<file path="config.mk">
export PLATFORM = sky130hd
export DESIGN_NAME = div_ratio_detect_flat
export DESIGN_NICKNAME = d
export VERILOG_FILES = /design/src/rtl/div_ratio_detect_if.sv /design/src/rtl/div_ratio_detect.sv /design/src/flat_wrapper.sv
export SDC_FILE = /design/constraint.sdc
export NUM_CORES = 1
export LEC_CHECK = 0
export CAP_MARGIN = 40
export CORE_AREA = 8 8 67 69
export CTS_BUF_LIST = sky130_fd_sc_hd__clkbuf_2 sky130_fd_sc_hd__clkbuf_4 sky130_fd_sc_hd__clkbuf_8
export DETAILED_ROUTE_END_ITERATION = 7
export DIE_AREA = 0 0 75 77
export SLEW_MARGIN = 40
export SYNTH_ARGS = -nofsm -noshare
export SYNTH_HDL_FRONTEND = slang
export SYNTH_SLANG_ARGS = --single-unit
</file>
<file path="constraint.sdc">
create_clock -name clk -period 3.9 [get_ports clk]
set_input_delay 0.78 -clock clk [delete_from_list [all_inputs] [get_ports clk]]
set_output_delay 0.78 -clock clk [all_outputs]
set_load 0.005 [all_outputs]
</file>
<file path="src/rtl/div_ratio_detect_if.sv">
// Slow-signal input and measurement outputs of div_ratio_detect.
// master drives slow_in; slave is the detector.
interface div_ratio_detect_if #(
  parameter int WIDTH = 8
) ();
  logic             slow_in;
  logic [WIDTH-1:0] half_period;
  logic             meas_valid;
  logic             locked;
  logic             mismatch;
  logic             timeout;

  modport master (
    output slow_in,
    input  half_period,
    input  meas_valid,
    input  locked,
    input  mismatch,
    input  timeout
  );

  modport slave (
    input  slow_in,
    output half_period,
    output meas_valid,
    output locked,
    output mismatch,
    output timeout
  );
endinterface

</file>
<file path="src/rtl/div_ratio_detect.sv">
// Half-period meter for a divided clock seen in the fast domain.
// Reports each edge-to-edge count, ratio lock, drift and stall.
module div_ratio_detect #(
  parameter int WIDTH       = 8,
  parameter int EXPECT_HALF = 8,
  parameter int TOL         = 0,
  parameter int LOCK_COUNT  = 4
) (
  input logic              clk,
  input logic              reset,
  div_ratio_detect_if.slave bus
);

  localparam logic [1:0] S_SEEK  = 2'd0;
  localparam logic [1:0] S_PRIME = 2'd1;
  localparam logic [1:0] S_MEAS  = 2'd2;

  localparam logic [WIDTH-1:0] CNT_MAX = '1;
  localparam logic [WIDTH-1:0] CNT_ONE = WIDTH'(1);
  localparam logic [WIDTH:0]   EXP_W   = (WIDTH+1)'(EXPECT_HALF);
  localparam logic [WIDTH:0]   TOL_W   = (WIDTH+1)'(TOL);
  localparam logic [3:0]       LOCK_N  = 4'(LOCK_COUNT);

  logic             r_sync1;
  logic             r_sync2;
  logic             r_prev;
  logic [1:0]       r_state;
  logic [WIDTH-1:0] r_cnt;
  logic [3:0]       r_match_cnt;
  logic [WIDTH-1:0] r_half;
  logic             r_meas_valid;
  logic             r_locked;
  logic             r_mismatch;
  logic             r_timeout;

  logic             w_edge;
  logic [WIDTH:0]   w_cnt_x;
  logic [WIDTH:0]   w_diff;
  logic             w_match;
  logic [3:0]       w_match_nxt;

  assign w_edge  = r_sync2 ^ r_prev;
  assign w_cnt_x = {1'b0, r_cnt};
  assign w_diff  = (w_cnt_x >= EXP_W) ?
                   (w_cnt_x - EXP_W) :
                   (EXP_W - w_cnt_x);
  assign w_match = (w_diff <= TOL_W);
  assign w_match_nxt = (r_match_cnt < LOCK_N) ?
                       (r_match_cnt + 4'd1) :
                       r_match_cnt;

  // Two-flop synchronizer plus history flop for edge detection.
  always_ff @(posedge clk) begin
    if (reset) begin
      r_sync1 <= 1'b0;
      r_sync2 <= 1'b0;
      r_prev  <= 1'b0;
    end else begin
      r_sync1 <= bus.slow_in;
      r_sync2 <= r_sync1;
      r_prev  <= r_sync2;
    end
  end

  // Interval counter, seek/prime/measure sequencing, lock tracking.
  always_ff @(posedge clk) begin
    if (reset) begin
      r_state      <= S_SEEK;
      r_cnt        <= '0;
      r_match_cnt  <= '0;
      r_half       <= '0;
      r_meas_valid <= 1'b0;
      r_locked     <= 1'b0;
      r_mismatch   <= 1'b0;
      r_timeout    <= 1'b0;
    end else begin
      r_meas_valid <= 1'b0;
      r_mismatch   <= 1'b0;
      r_timeout    <= 1'b0;
      case (r_state)
        S_SEEK: begin
          r_cnt <= '0;
          if (w_edge) begin
            r_state <= S_PRIME;
            r_cnt   <= CNT_ONE;
          end
        end
        S_PRIME: begin
          if (w_edge) begin
            r_state <= S_MEAS;
            r_cnt   <= CNT_ONE;
          end else if (r_cnt == CNT_MAX) begin
            r_state     <= S_SEEK;
            r_cnt       <= '0;
            r_match_cnt <= '0;
            r_locked    <= 1'b0;
            r_timeout   <= 1'b1;
          end else begin
            r_cnt <= r_cnt + CNT_ONE;
          end
        end
        S_MEAS: begin
          if (w_edge) begin
            r_half       <= r_cnt;
            r_meas_valid <= 1'b1;
            r_cnt        <= CNT_ONE;
            if (w_match) begin
              r_match_cnt <= w_match_nxt;
              if (w_match_nxt == LOCK_N)
                r_locked <= 1'b1;
            end else begin
              r_match_cnt <= '0;
              r_locked    <= 1'b0;
              r_mismatch  <= 1'b1;
            end
          end else if (r_cnt == CNT_MAX) begin
            r_state     <= S_SEEK;
            r_cnt       <= '0;
            r_match_cnt <= '0;
            r_locked    <= 1'b0;
            r_timeout   <= 1'b1;
          end else begin
            r_cnt <= r_cnt + CNT_ONE;
          end
        end
        default: begin
          r_state <= S_SEEK;
          r_cnt   <= '0;
        end
      endcase
    end
  end

  assign bus.half_period = r_half;
  assign bus.meas_valid  = r_meas_valid;
  assign bus.locked      = r_locked;
  assign bus.mismatch    = r_mismatch;
  assign bus.timeout     = r_timeout;

endmodule

</file>
<file path="src/flat_wrapper.sv">
// flat-port wrapper written by rule: the top's interface ports become plain ports
module div_ratio_detect_flat 
#(
  parameter int WIDTH       = 8,
  parameter int EXPECT_HALF = 8,
  parameter int TOL         = 0,
  parameter int LOCK_COUNT  = 4
)
  (clk, reset, bus_slow_in, bus_half_period, bus_meas_valid, bus_locked, bus_mismatch, bus_timeout);
  div_ratio_detect_if #(.WIDTH(WIDTH)) bus_i ();
  input logic clk;
  input logic reset;
  input wire logic [$bits(bus_i.slow_in)-1:0] bus_slow_in;
  output wire logic [$bits(bus_i.half_period)-1:0] bus_half_period;
  output wire logic [$bits(bus_i.meas_valid)-1:0] bus_meas_valid;
  output wire logic [$bits(bus_i.locked)-1:0] bus_locked;
  output wire logic [$bits(bus_i.mismatch)-1:0] bus_mismatch;
  output wire logic [$bits(bus_i.timeout)-1:0] bus_timeout;
  assign bus_i.slow_in = bus_slow_in;
  assign bus_half_period = bus_i.half_period;
  assign bus_meas_valid = bus_i.meas_valid;
  assign bus_locked = bus_i.locked;
  assign bus_mismatch = bus_i.mismatch;
  assign bus_timeout = bus_i.timeout;
  div_ratio_detect #(.WIDTH(WIDTH), .EXPECT_HALF(EXPECT_HALF), .TOL(TOL), .LOCK_COUNT(LOCK_COUNT)) u_core (.clk(clk), .reset(reset), .bus(bus_i));
endmodule
</file>
==> results.toml, run 1 <==
[sta]
report.final.setup_viol = 0
final.period_utilization = 0.595
worst_clock_skew_ns = 0.00622
fin_crit_ns = 2.32
maxClockFrequency_ghz = 0.431
final_setup_tns_ns = 0
max-slew-margin-rel = 0.525
rsz_0062_raised_after_global_routing = "false"
hold_viol = 0
max_slew.worst_pin.slew_ns = 0.710
number_of_pins_with_negative_max_slew_slack_in_the_final_report = 0

[synthesis]
synthesis.area_per_instance_um2 = 8.46
yosysWarningCount = 0
synth_sequential_area_ratio = 0.385
synth_top_flop_cell = "sky130_fd_sc_hd__dfxtp_1"
synth.top_cells.by_area = "sky130_fd_sc_hd__dfxtp_1 (39%), sky130_fd_sc_hd__ha_1 (9.1%), sky130_fd_sc_hd__nand2_1 (6.7%)"
synthesis.nets = 192
async_flop_share = 0
postSynthCellCount = 178
number_of_library_cell_types_mapped_by_synthesis = 44
number_of_enable_flip_flop_cells_after_synthesis = 0
yosys_register_bits = 29
netlist_area_um2 = 1510
yosys.area.top_type = "sky130_fd_sc_hd__dfxtp_1"
yosysTopAreaCellShare = 0.385

[pwr]
total_switching_power_w = 0.000154
p_sw_frac = 0.273
leakagePower_nw = 0.629
cell_internal_pwr_w = 0.000410
combinationalPowerShare = 0.129
fin_total_pwr_w = 0.000563
power_density_nw_per_um2 = 328
max-vdd-ir-drop_mv = 0.201
power.share.clock = 0.316
sequentialPowerShare = 0.555

[placement]
placed_area_um2 = 1660
dpl.hpwl_um = 2320
gp_congestion = 0.815
io_buffer_count = 14
placed_cells = 232

[global_routing]
groute.layer.met1.usage = 0.142
grt.met2_usage = 0.184
grt-busiest-layer = "met2"
first_pass_grt_wire_length_um = 5440
initial_antenna_violation_count = 0
first_global_vias = 1225
grt_overflow_total = 0
groute.usage.overall = 0.117
grt.met3_usage = 0.0364
largest_net_degree_at_the_start_of_global_routing = 21

[detailed_routing]
vias_per_cell = 5.15
wl_per_cell_um = 13.1
first_pass_iters = 4
drc = 0
detail-route-antenna-nets = 0
num_vias = 1236
drtIter0Drc = 49
routed_wl_um = 3130

[cells_and_area]
layout.filler_cells = 358
layout.area.seq_um2 = 581
number_of_antenna_cells_inserted = 0
share_of_cells_above_drive_strength_1 = 0.0781
stdcell_area_um2 = 1720
final_cell_count_no_fill = 240
synthToLayoutAreaGrowth_pct = 14.1
nNetsFinal = 205
multi_input_logic_area_um2 = 850

[floorplan]
dieHeight_um = 77
rows = 22
num_io_pins = 15
core_area_um2 = 3500
die_area_um2 = 5780
dieWidth_um = 75
floorplan.initialDensity = 0.431

[clock_tree]
clock_sinks = 29
clock_transition_at_the_registers_of_the_reported_paths_ns = 0.10
cts_buffer_depth = 2
numCtsBuffers = 5
post_cts_setup_buffer_count = 0
cts.root.buffer_cell = "sky130_fd_sc_hd__clkbuf_4"
cts_htree_levels = 2
cts_resized = 0
tritoncts = "yes"
hold_buffers = 0
insertion_delay_ns = 0.32

[outcome]
outcome = "finished clean"

[worst_setup_path]
worst-path-max-fanout = 20
crit_required_ns = 4.16
timing.critical_path.from_type = "input pin"
arrival_ns = 2.58
endpoint_class_of_the_critical_path = "flip-flop"
worstSetupPathType = "in -> reg"

[job]
cap_violations = 0

[min_path]
hold_class = "reg -> reg"
==> per-stage QoR <==
step	utilization	setup slack [ns]	hold slack [ns]
6_report	0.492	1.58	0.453
3_5_place_dp	0.476	1.25	0.433
4_1_cts	0.492	1.58	0.453
5_1_grt	0.492	1.50	0.457
3_3_place_gp	0.476	1.31	0.422
2_1_floorplan	-	1.84	0.414
==> cell families (layout without fill, tap and decap cells) <==
kind of cell | after synthesis | in the layout | share of synthesized area
AOI/OAI and AO/OA | 34 | 34 | 0.148
xor gates and xnor gates | 9 | 9 | 0.0573
adders and majority gates | 11 | 11 | 0.0914
buffers and inverters | 17 | 31 | 0.0507
DFF | 29 | 29 | 0.385
muxes | 1 | 1 | 0.00664
and+or+nand+nor | 77 | 77 | 0.261
==> flip-flops by register name, summed over array words and instances (netlist names) <==
signal and cells:
u_core.bus.timeout 1, u_core.r_match_cnt 4, u_core.r_prev 1, u_core.bus.meas_valid 1, u_core.r_sync1 1, u_core.r_state 2, u_core.bus.mismatch 1, u_core.bus.half_period 8
u_core.r_sync2 1, u_core.bus.locked 1, u_core.r_cnt 8
==> power by group through the flow <==
stage / sequential (W) / clock [W] / combinational [W]
2_1_floorplan: 0.000317 / 0 / 0.0000533
6_report: 0.000313 / 0.000178 / 0.0000725
5_1_grt: 0.000314 / 0.000199 / 0.0000833
3_3_place_gp: 0.000319 / 0 / 0.0000698
3_5_place_dp: 0.000319 / 0 / 0.0000720
4_1_cts: 0.000312 / 0.000181 / 0.0000724
==> critical path, stage by stage <==
cell                              delay [ns]
sky130_fd_sc_hd__clkdlybuf4s50_1        0.77
sky130_fd_sc_hd__or3_1                  0.55
sky130_fd_sc_hd__or3_1                  0.34
sky130_fd_sc_hd__o21ai_1                0.14
==> layout make-up <==
type                            instances  area share
Tap cell                               48      0.0349
Multi-Input combinational cell        132       0.494
Clock buffer                            6      0.0262
Inverter                                9      0.0197
Timing Repair Buffer                   14      0.0815
Sequential cell                        29       0.338
Clock inverter                          2     0.00582
==> worst paths after layout <==
check             depth (start not counted)               endpoint  slack, ns       startpoint
hold reg to reg                           1         u_core.r_sync2       0.45   u_core.r_sync1
hold / removal                            1         u_core.r_sync2       0.45   u_core.r_sync1
setup / recovery                          4  u_core.r_match_cnt[0]       1.58            reset
setup reg to reg                          7      u_core.bus.locked       1.70  u_core.r_cnt[3]
==> cell usage in the layout, fill, tap and decap left out, types with 4 or more instances in the layout <==
cell type and n:
sky130_fd_sc_hd__nor2_1 18, sky130_fd_sc_hd__nand2_1 27, sky130_fd_sc_hd__nor2b_1 4, sky130_fd_sc_hd__inv_1 9, sky130_fd_sc_hd__dfxtp_1 29, sky130_fd_sc_hd__clkbuf_4 6, sky130_fd_sc_hd__nor3_1 7, sky130_fd_sc_hd__xnor2_1 6
sky130_fd_sc_hd__a21oi_1 14, sky130_fd_sc_hd__o21ai_0 4, sky130_fd_sc_hd__nand3_1 4, sky130_fd_sc_hd__o211ai_1 4, sky130_fd_sc_hd__clkdlybuf4s50_1 14, sky130_fd_sc_hd__ha_1 11
==> routing by layer <==
layer  vias up  wire length [um]
li1        638                 -
met1       565              1500
met2        28              1400
met3         5               194
met4         0                44
met5         -                 0
==> synthesized netlist by cell type (2+ instances only) <==
master,number
sky130_fd_sc_hd__nand2_1,27
sky130_fd_sc_hd__or3_1,2
sky130_fd_sc_hd__o211ai_1,4
sky130_fd_sc_hd__inv_1,9
sky130_fd_sc_hd__ha_1,11
sky130_fd_sc_hd__xnor2_1,6
sky130_fd_sc_hd__o21ai_0,4
sky130_fd_sc_hd__o21ai_1,2
sky130_fd_sc_hd__xor2_1,2
sky130_fd_sc_hd__clkbuf_1,5
sky130_fd_sc_hd__o311ai_0,2
sky130_fd_sc_hd__nor2_1,18
sky130_fd_sc_hd__dfxtp_1,29
sky130_fd_sc_hd__nor2b_1,4
sky130_fd_sc_hd__a21oi_1,14
sky130_fd_sc_hd__and2_1,2
sky130_fd_sc_hd__nor3_1,7
sky130_fd_sc_hd__nand3_1,4
Power figures use the tool's default switching activity.
==> run 2: changes to the inputs <==
Clock period 3.9 ns to 2.3 ns, I/O delays scaled along.
==> run 2 against run 1 <==
  * Via count grew 0.49%
  * Core utilization grew 0.86 points
  * Register-to-register slack lost 1.5 ns
  * Clock power grew 72%
  * Combinational power grew 70%
  * Wire length grew 3.2%
  * Critical endpoint is now u_core.r_match_cnt[1]
  * Sequential power grew 69%
  * Cell count grew 1.7%
==> results.toml, run 2 (synthesized netlist as in run 1, its figures left out) <==
[sta]
fin_crit_ns = 2.13
hold_viol = 0
timing.final.ws_setup_ns = 0.169
max-slew-margin-rel = 0.694
rsz_0062_raised_after_global_routing = "false"
number_of_pins_with_negative_max_slew_slack_in_the_final_report = 0
max_slew.worst_pin.slew_ns = 0.455
fin_worst_hold_slack_ns = 0.447
worst_clock_skew_ns = 0.00490
final.period_utilization = 0.926
report.final.setup_viol = 0
final_setup_tns_ns = 0
maxClockFrequency_ghz = 0.469

[clock_tree]
cts_resized = 0
insertion_delay_ns = 0.33
hold_buffers = 0
numCtsBuffers = 5
tritoncts = "yes"
cts_buffer_depth = 2
clock_sinks = 29
post_cts_setup_buffer_count = 0
cts_htree_levels = 2
cts.root.buffer_cell = "sky130_fd_sc_hd__clkbuf_4"
clock_transition_at_the_registers_of_the_reported_paths_ns = 0.09

[placement]
dp_worst_setup_slack_ns = 0.208
io_buffer_count = 14
gp_congestion = 0.831
dpl.hpwl_um = 2370

[detailed_routing]
first_pass_iters = 4
routed_wl_um = 3240
detail-route-antenna-nets = 0
wl_per_cell_um = 13.3
drc = 0
vias_per_cell = 5.09
num_vias = 1242
drtIter0Drc = 49

[cells_and_area]
top_library_cells_by_usage_in_the_layout_fill_and_taps_aside = "sky130_fd_sc_hd__dfxtp_1 (29), sky130_fd_sc_hd__nand2_1 (27), sky130_fd_sc_hd__nor2_1 (18)"
nNetsFinal = 209
share_of_cells_above_drive_strength_1 = 0.0969
synthToLayoutAreaGrowth_pct = 16.1
number_of_antenna_cells_inserted = 0
layout_commonest_cell = "sky130_fd_sc_hd__dfxtp_1"

[floorplan]
dieWidth_um = 75
die_area_um2 = 5780
rows = 22
floorplan.initialDensity = 0.431
dieHeight_um = 77
num_io_pins = 15
core_area_um2 = 3500

[job]
cap_violations = 0

[worst_setup_path]
rr_startpoint = "u_core.r_cnt[4]"
timing.critical_path.cells = "inv_1 -> ha_1 -> nor4b_2 -> a21oi_1 -> o211a_1 -> or3_1 -> o21ai_1"
worstSetupPathDepth = 7
timing.critical_path.from_type = "flip-flop"
critical-path-max-stage-delay_ns = 0.45
arrival_ns = 2.40
worstSetupEndpoint = "u_core.r_match_cnt[1]"
critical_path.reg2reg.endpoint = "u_core.r_match_cnt[1]"
endpoint_class_of_the_critical_path = "flip-flop"
worst-path-buf-inv = 1
slowest_cell_on_the_critical_path = "sky130_fd_sc_hd__dfxtp_1"
crit_required_ns = 2.57
startpoint = "u_core.r_cnt[4]"
timing.critical_path.max_delay_family = "simple AND/OR/NAND/NOR gates"
worst-path-max-fanout = 7
rrSetupSlack_ns = 0.17
worst_r2r_path_depth = 7
worstSetupPathType = "reg -> reg"

[pwr]
max-vdd-ir-drop_mv = 0.195
power_density_nw_per_um2 = 548
fin_total_pwr_w = 0.000959
leakagePower_nw = 0.649

[min_path]
hold_class = "reg -> reg"

[global_routing]
initial_antenna_violation_count = 0
first_global_vias = 1215
largest_net_degree_at_the_start_of_global_routing = 16
groute.usage.overall = 0.118
first_pass_grt_wire_length_um = 5360
grt_overflow_total = 0

[outcome]
outcome = "finished clean"
## run 2: cell types whose count changed in the layout (fill, tap and decap cells not counted), sizes merged
cell and change:
buf +4
## run 2: cell type report
type / count / area [um2]
Clock buffer: 6 / 45.0
Clock inverter: 2 / 10.0
Fill cell: 345 / 1750
Inverter: 9 / 33.8
Multi-Input combinational cell: 132 / 850
Sequential cell: 29 / 581
Tap cell: 48 / 60.1
Timing Repair Buffer: 18 / 170
## run 2: how the worst min path moves through the flow
stage,end,from,cells after the start,slack [ns]
3_3_place_gp,u_core.r_sync2,u_core.r_sync1,1,0.43
6_report,u_core.r_sync2,u_core.r_sync1,1,0.45
2_1_floorplan,u_core.r_sync2,u_core.r_sync1,1,0.41
4_1_cts,u_core.r_sync2,u_core.r_sync1,1,0.45
5_1_grt,u_core.r_sync2,u_core.r_sync1,1,0.46
3_5_place_dp,u_core.r_sync2,u_core.r_sync1,1,0.43
## run 2: report_power, final
part	switching (W)	leakage, nW	total [W]	internal [W]
combinational	0.0000705	0.379	0.000123	0.0000528
clock	0.000178	0.0354	0.000306	0.000128
sequential	0.0000156	0.235	0.000530	0.000515
## run 2: worst register-to-register path: cells and delay by family, from the launching register on
family                     cells  cell delay, ns
and+or+nand+nor                2            0.65
DFF                            1            0.45
AOI/OAI and AO/OA              3            0.52
adders and majority gates      1            0.31
buffers and inverters          1            0.15
## run 2: metal layers
metal  vias up  track usage  wire (um)  share of wire
li1        642            -          -              -
met1       569        0.144       1530           0.47
met2        26        0.176       1460           0.45
met3         5       0.0494        188          0.058
met4         0       0.0431         48          0.015
met5         -            0          0              0
## run 2: through the flow
stage / cells / cell area (um2) / util
after floorplan: 178 / 1510 / -
after global placement: 236 / 1690 / 0.485
after detailed placement: 236 / 1690 / 0.485
after CTS: 244 / 1750 / 0.500
after global routing: 244 / 1750 / 0.500
final: 244 / 1750 / 0.500
